[src/rtl/accum_status_pkg.sv]
// Shared defaults and FSM state encoding for the accumulation status block.
package accum_status_pkg;

    localparam int N_CH_DEF  = 12;
    localparam int OVR_W_DEF = 8;

    typedef enum logic {
        ST_IDLE = 1'b0,
        ST_PEND = 1'b1
    } state_t;

endpackage

[src/rtl/accum_status_sticky_flag.sv]
// Sticky event bit: set by a pulse, cleared when a snapshot consumes it.
module sticky_flag (
    input  logic clk,
    input  logic rstn,
    input  logic set,
    input  logic clear,
    output logic q
);

    logic q_reg;

    // Clear wins over a coincident set: that set is already folded into the snapshot.
    always_ff @(posedge clk or negedge rstn) begin
        if (!rstn) begin
            q_reg <= 1'b0;
        end else if (clear) begin
            q_reg <= 1'b0;
        end else if (set) begin
            q_reg <= 1'b1;
        end
    end

    assign q = q_reg;

endmodule

[src/rtl/accum_status.sv]
// Accumulation status/interrupt collector: snapshots channel dumps and TICs on accum_enable.
// Optional overrun counter is enabled by defining ACCUM_OVERRUN_CNT_EN.
module accum_status
    import accum_status_pkg::*;
#(
    parameter int N_CH  = N_CH_DEF,
    parameter int OVR_W = OVR_W_DEF
) (
    input  logic             clk,
    input  logic             rstn,
    input  logic             accum_enable,
    input  logic             tic_enable,
    input  logic [N_CH-1:0]  dump,
    input  logic             status_read,
    output logic [N_CH-1:0]  new_data,
    output logic             tic_flag,
    output logic             irq,
    output logic [OVR_W-1:0] overrun_count
);

    state_t          state_reg;
    logic            irq_reg;
    logic [N_CH-1:0] new_data_reg;
    logic            tic_flag_reg;

    logic [N_CH:0]   flag_set;
    logic [N_CH:0]   flag_q;
    logic [N_CH-1:0] pending;
    logic            tic_pending;
    logic [N_CH-1:0] snap_data;
    logic            snap_tic;
    logic            overrun_event;

    // Bits 0..N_CH-1 track channel dumps, bit N_CH tracks the TIC.
    assign flag_set = {tic_enable, dump};

    generate
        for (genvar gi = 0; gi <= N_CH; gi++) begin : g_flag
            sticky_flag u_flag (
                .clk   (clk),
                .rstn  (rstn),
                .set   (flag_set[gi]),
                .clear (accum_enable),
                .q     (flag_q[gi])
            );
        end
    endgenerate

    assign pending     = flag_q[N_CH-1:0];
    assign tic_pending = flag_q[N_CH];

    // Pulses coincident with accum_enable belong to this snapshot.
    assign snap_data = pending | dump;
    assign snap_tic  = tic_pending | tic_enable;

    assign overrun_event = (state_reg == ST_PEND) && accum_enable && !status_read;

    always_ff @(posedge clk or negedge rstn) begin
        if (!rstn) begin
            state_reg    <= ST_IDLE;
            irq_reg      <= 1'b0;
            new_data_reg <= '0;
            tic_flag_reg <= 1'b0;
        end else begin
            case (state_reg)
                ST_IDLE: begin
                    if (accum_enable) begin
                        new_data_reg <= snap_data;
                        tic_flag_reg <= snap_tic;
                        state_reg    <= ST_PEND;
                        irq_reg      <= 1'b1;
                    end
                end
                ST_PEND: begin
                    if (accum_enable && status_read) begin
                        new_data_reg <= snap_data;
                        tic_flag_reg <= snap_tic;
                        irq_reg      <= 1'b1;
                    end else if (accum_enable) begin
                        // CPU missed the previous snapshot: keep its bits and add the new ones.
                        new_data_reg <= new_data_reg | snap_data;
                        tic_flag_reg <= tic_flag_reg | snap_tic;
                        irq_reg      <= 1'b1;
                    end else if (status_read) begin
                        state_reg <= ST_IDLE;
                        irq_reg   <= 1'b0;
                    end
                end
                default: begin
                    state_reg <= ST_IDLE;
                    irq_reg   <= 1'b0;
                end
            endcase
        end
    end

`ifdef ACCUM_OVERRUN_CNT_EN
    logic [OVR_W-1:0] overrun_count_reg;

    always_ff @(posedge clk or negedge rstn) begin
        if (!rstn) begin
            overrun_count_reg <= '0;
        end else if (overrun_event && (overrun_count_reg != {OVR_W{1'b1}})) begin
            overrun_count_reg <= overrun_count_reg + 1'b1;
        end
    end

    assign overrun_count = overrun_count_reg;
`else
    logic unused_overrun;
    assign unused_overrun = overrun_event;
    assign overrun_count  = '0;
`endif

    assign new_data = new_data_reg;
    assign tic_flag = tic_flag_reg;
    assign irq      = irq_reg;

endmodule

[config.mk]
export PLATFORM = sky130hd
export DESIGN_NAME = accum_status
export DESIGN_NICKNAME = d
export VERILOG_FILES = /design/src/rtl/accum_status_pkg.sv /design/src/rtl/accum_status_sticky_flag.sv /design/src/rtl/accum_status.sv
export SDC_FILE = /design/constraint.sdc
export NUM_CORES = 1
export LEC_CHECK = 0
export BUFFER_PORTS_ARGS = -buffer_cell sky130_fd_sc_hd__buf_2
export CORE_ASPECT_RATIO = 0.8
export CORE_MARGIN = 2
export CORE_UTILIZATION = 47
export CTS_CLUSTER_SIZE = 40
export DETAILED_ROUTE_END_ITERATION = 7
export PLACE_DENSITY = 0.77
export SLEW_MARGIN = 10
export SYNTH_ARGS = -nofsm -noshare
export SYNTH_HDL_FRONTEND = slang
export SYNTH_SLANG_ARGS = --single-unit
export TNS_END_PERCENT = 30
[constraint.sdc]
create_clock -name clk -period 1.18 [get_ports clk]
set_input_delay 0.236 -clock clk [delete_from_list [all_inputs] [get_ports clk]]
set_output_delay 0.236 -clock clk [all_outputs]
set_load 0.02 [all_outputs]
[Yosys cells after proc, flatten, opt, wreduce, memory -nomap -nowiden]
Index checks and enable logic that the tools add are counted.
W data, S select, Z words.
Storage, ports and cells
  bits in registers: 28
  input port bits: 17
  output and inout port bits: 22
  word-level logic and storage cells: 85
Cells by class
  equal/unequal tests: 3
  mux-type cells: 44
  bitwise gates (word level): 5
  reductions and logical operators: 16
Operators by type and width (number)
  $mux W1: 37
  $mux W12: 3
  $reduce_bool A2 Y1: 13
  $or A12 B12 Y12: 2
  $pmux W12 S2: 1
  $pmux W1 S2: 3
  $ne A4 B3 Y1 const B: 1
  $reduce_and A2 Y1: 2
  $ne A3 B2 Y1 const B: 1
  $ne A2 B2 Y1 const B: 1
  $or A1 B1 Y1: 2
  $logic_and A1 B1 Y1: 1
  $not A1 Y1: 1

[Longest topological paths before layout]
  depth in word-level cells: 5
  depth in mapped cells: 4
  gate-level depth less buffers: 3

[Cells and area by module]
A second synthesis with hierarchy kept.
Second synthesis, totals
  cell total of the unflattened synthesis: 96
  area total of the unflattened synthesis: 1168.6 um^2
Modules (own cells, without submodules)
  accum_status: times used 1, cells each 70, area each 713.2 um^2, seq. area each 375.4 um^2
  sticky_flag: times used 13, cells each 2, area each 35.0 um^2, seq. area each 25.0 um^2

[Least setup slack after synthesis]
Ideal clock, no wire load.
  path kind: flip-flop to flip-flop
  start point: register state_reg
  end point: register new_data_reg[0], in the netlist new_data[0]
  setup time: 0.121 ns
  data arrival time: 0.868 ns
  data required time: 1.059 ns
  slack: 0.191 ns
  stages on the path, launching flop included: 5
  path buffers: 1
  clock period less this slack: 0.989 ns
  path through: dfrtp_1 > nand2b_1 > nand2_2 > buf_6 > a22o_1
On the way
  longest elaborated chain between the ends: 3
  elaborated cells on any way between the ends: 5
  those cells by class: eq/ne: 2; mux: 1; bitwise: 1; reduce/logical: 1
RTL lines
  start, declared: RTL line accum_status.sv:21  | state_t state_reg;
  start signal, assigned: RTL line accum_status.sv:60  | state_reg <= ST_IDLE;
  start signal, assigned: RTL line accum_status.sv:70  | state_reg <= ST_PEND;
  start signal, assigned: RTL line accum_status.sv:85  | state_reg <= ST_IDLE;
  $not A1 Y1
  $ne A2 B2 Y1 (no line)
  $reduce_and A2 Y1 (no line)
  end signal, assigned: RTL line accum_status.sv:68  | new_data_reg <= snap_data;
  end signal, assigned: RTL line accum_status.sv:76  | new_data_reg <= snap_data;
  end signal, assigned: RTL line accum_status.sv:81  | new_data_reg <= new_data_reg | snap_data;
  end, declared: RTL line accum_status.sv:23  | logic [N_CH-1:0] new_data_reg;
Parallel ways exist; a longest one is shown, timed or not.
A chain may end at the register's enable or synchronous reset.

[Worst setup path after layout]
  start point: register irq_reg, in the netlist irq
  end point: output port irq
RTL lines
  start, declared: RTL line accum_status.sv:22  | logic irq_reg;
  start signal, assigned: RTL line accum_status.sv:61  | irq_reg <= 1'b0;
  start signal, assigned: RTL line accum_status.sv:71  | irq_reg <= 1'b1;
  start signal, assigned: RTL line accum_status.sv:78  | irq_reg <= 1'b1;
  end, declared: RTL line accum_status.sv:17  | output logic irq,
No word-level cell between the ends.

==> qor.csv <==
metric,value,unit
power.internal,1.365,mW
worstPathArrival,0.90,ns
crit_path_max_fanout,2,
critPathKind,register to primary output,
hp-class,input pin to register,
skew,0.01297,ns
critical-path-top-delay-family,flip-flops,
dieArea,2650,sq um
finalHoldViolations,0,
drive_gt1_share,36.67,%
ys.warnings.count,0,
min_period,1.136,ns
cts_buffer_depth,2,
syn_avg_cell_area,12.31,sq um
status,completed,
switching_share,26.95,%
seqPwrFrac,58.1,%
whs,0.1320,ns
power_leakage,0.6273,nW
ir_drop,1.091,mV
path_buf_inv,1,
antenna_found_initial,0,
pwr-share-clk,24.0,%
synthesis.instances,86,
die_h,46.45,microns
total_power,1.868,mW
htree_levels,1,
first_iter_violations,11,
clk_pin_slew,0.15,ns
setup.worst_path.start_class,register,
routedWlPerCell,12.61,microns
yosys_register_bits,28,
gr-total-overflow,0,
crit_slowest_cell,dfrtp_1,
syn_area,1059,sq um
cts_tree,yes,
start_util,49.47,%
nNetsFinal,138,
hpwlAfterDp,1307,microns
finish.utilization,58.60,%
grt_pass1_wl,2794,microns
num_vias,688,
finalSetupViolCount,0,
cp-end-kind,primary output,
clkSinkCount,28,
cp_slowest_stage_delay,0.42,ns
area_delta_synth_final,18.44,%
viasPerCell,4.745,
period_share,96.28,%
clockRootBuffer,clkbuf_4,
grt_pass1_vias,613,
cp_data_required_time,0.94,ns
grt_util_all_layers,14.78,%
coreArea,2140,sq um
crit_chain,buf_2,
yosysSeqAreaShare,66.19,%
worst_pin_slew,0.6000,ns
dp_slack,0.1358,ns
fp-row-count,15,
gp_congestion,0.6373,
grt_start_max_net_pins,29,
largest_reg_flops,13,
synth_cell_types,14,
p_comb_share,17.9,%
drc_errors,0,
cts_buffers,3,
io_pins,39,
wirelength,1828,microns
numPortBuffers,30,
ant_nets,0,
netSwitchingPower,0.5034,mW
fmax,0.8802,GHz
worst_slack,0.04392,ns
power_density,1490,nW/um^2
drv_slew,0,
fin_tns_setup,0,ns
die_x,57.06,microns
maxSlewHeadroom,60.00,%
rsz0062_at_grt,yes,
clk_latency,0.32,ns
drt-pass1-iter-count,3,
antenna_cells,0,
drv_cap,0,
[final timing paths]
check / start / end / slack [ns] / cells past startpoint
max in group asynchronous: rstn / g_flag[7].u_flag.q$_DFFE_PN0P_ / 0.35 / 2
hold / removal: dump[11] / g_flag[11].u_flag.q$_DFFE_PN0P_ / 0.13 / 3
setup / recovery: irq$_DFFE_PN0P_ / irq / 0.04 / 1
setup reg to reg: state_reg$_DFF_PN0_ / new_data[6]$_DFFE_PN0P_ / 0.11 / 3
min in group asynchronous: rstn / g_flag[10].u_flag.q$_DFFE_PN0P_ / 0.43 / 2
hold reg to reg: g_flag[12].u_flag.q$_DFFE_PN0P_ / g_flag[12].u_flag.q$_DFFE_PN0P_ / 0.50 / 2
[cell families (layout without fill, tap and decap cells)]
kind of cell / Yosys count / in the layout / share of synthesized area (%)
compound gates: 13 / 13 / 10.76
buf+inv: 12 / 39 / 8.038
flops: 28 / 28 / 66.19
other cells: 1 / 8 / 0.3543
simple gates: 32 / 32 / 14.66
[power by group through the flow]
| stage | clock network (mW) | registers (mW) | logic (mW) |
|---|---|---|---|
| CTS | 0.467 | 1.09 | 0.333 |
| global route | 0.501 | 1.10 | 0.367 |
| global placement | 0 | 1.10 | 0.321 |
| floorplan | 0 | 1.17 | 0.153 |
| finish | 0.448 | 1.09 | 0.334 |
| detailed placement | 0 | 1.11 | 0.329 |
[placed cells by master (no fill, tap or decap)]
cell | synthesis | layout
buf_2 | 2 | 30
nor2_1 | 14 | 14
a22o_1 | 6 | 6
clkbuf_8 | 0 | 1
and2_1 | 6 | 6
dfrtp_1 | 28 | 28
nand2_1 | 4 | 4
inv_1 | 1 | 1
conb_1 | 1 | 8
dlygate4sd3_1 | 0 | 1
nand2_2 | 1 | 1
o2bb2ai_1 | 7 | 7
clkbuf_4 | 0 | 3
buf_4 | 8 | 3
nand2b_1 | 1 | 1
or2_2 | 6 | 6
[area by class of cell]
class | instances | area, sq um
multi-input cells | 53 | 299.0
fillers | 189 | 885.9
clock buffers | 4 | 36.28
repair buffers | 34 | 182.7
inverters | 1 | 3.754
flip-flops and latches | 28 | 700.7
well taps | 25 | 31.28
[layer usage]
metal | wire length, microns | track usage, % | part of all wire (%)
met5 | 0 | 0 | 0
met1 | 870 | 19.16 | 48
met2 | 827 | 22.99 | 45
met3 | 109 | 5.618 | 6.0
met4 | 21 | 5.581 | 1.1
[repair_timing]
action / 4_1_cts / 5_1_grt
hold endpoints to repair: 28 / 0
gates resized for setup: 0 / 0
setup endpoints to repair: 0 / 3
hold buffers: 1 / 0
buffers inserted: 0 / 1
[synth_stat cells]
| cell | number | area [sq um] |
|---|---|---|
| nor2_1 | 14 | 52.55 |
| buf_2 | 2 | 10.01 |
| o2bb2ai_1 | 7 | 61.31 |
| dfrtp_1 | 28 | 700.7 |
| conb_1 | 1 | 3.750 |
| buf_6 | 1 | 11.26 |
| buf_4 | 8 | 60.06 |
| inv_1 | 1 | 3.750 |
| a22o_1 | 6 | 52.55 |
| and2_1 | 6 | 37.54 |
| nand2_1 | 4 | 15.01 |
| nand2b_1 | 1 | 6.260 |
| or2_2 | 6 | 37.54 |
| nand2_2 | 1 | 6.260 |
[metrics by stage]
stage | instance area, sq um | instances
after floorplan | 1085 | 93
after global placement | 1200 | 139
after detailed placement | 1200 | 139
after CTS | 1246 | 144
after global routing | 1254 | 145
final | 1254 | 145
No activity file was read; power rests on OpenSTA's default activity.
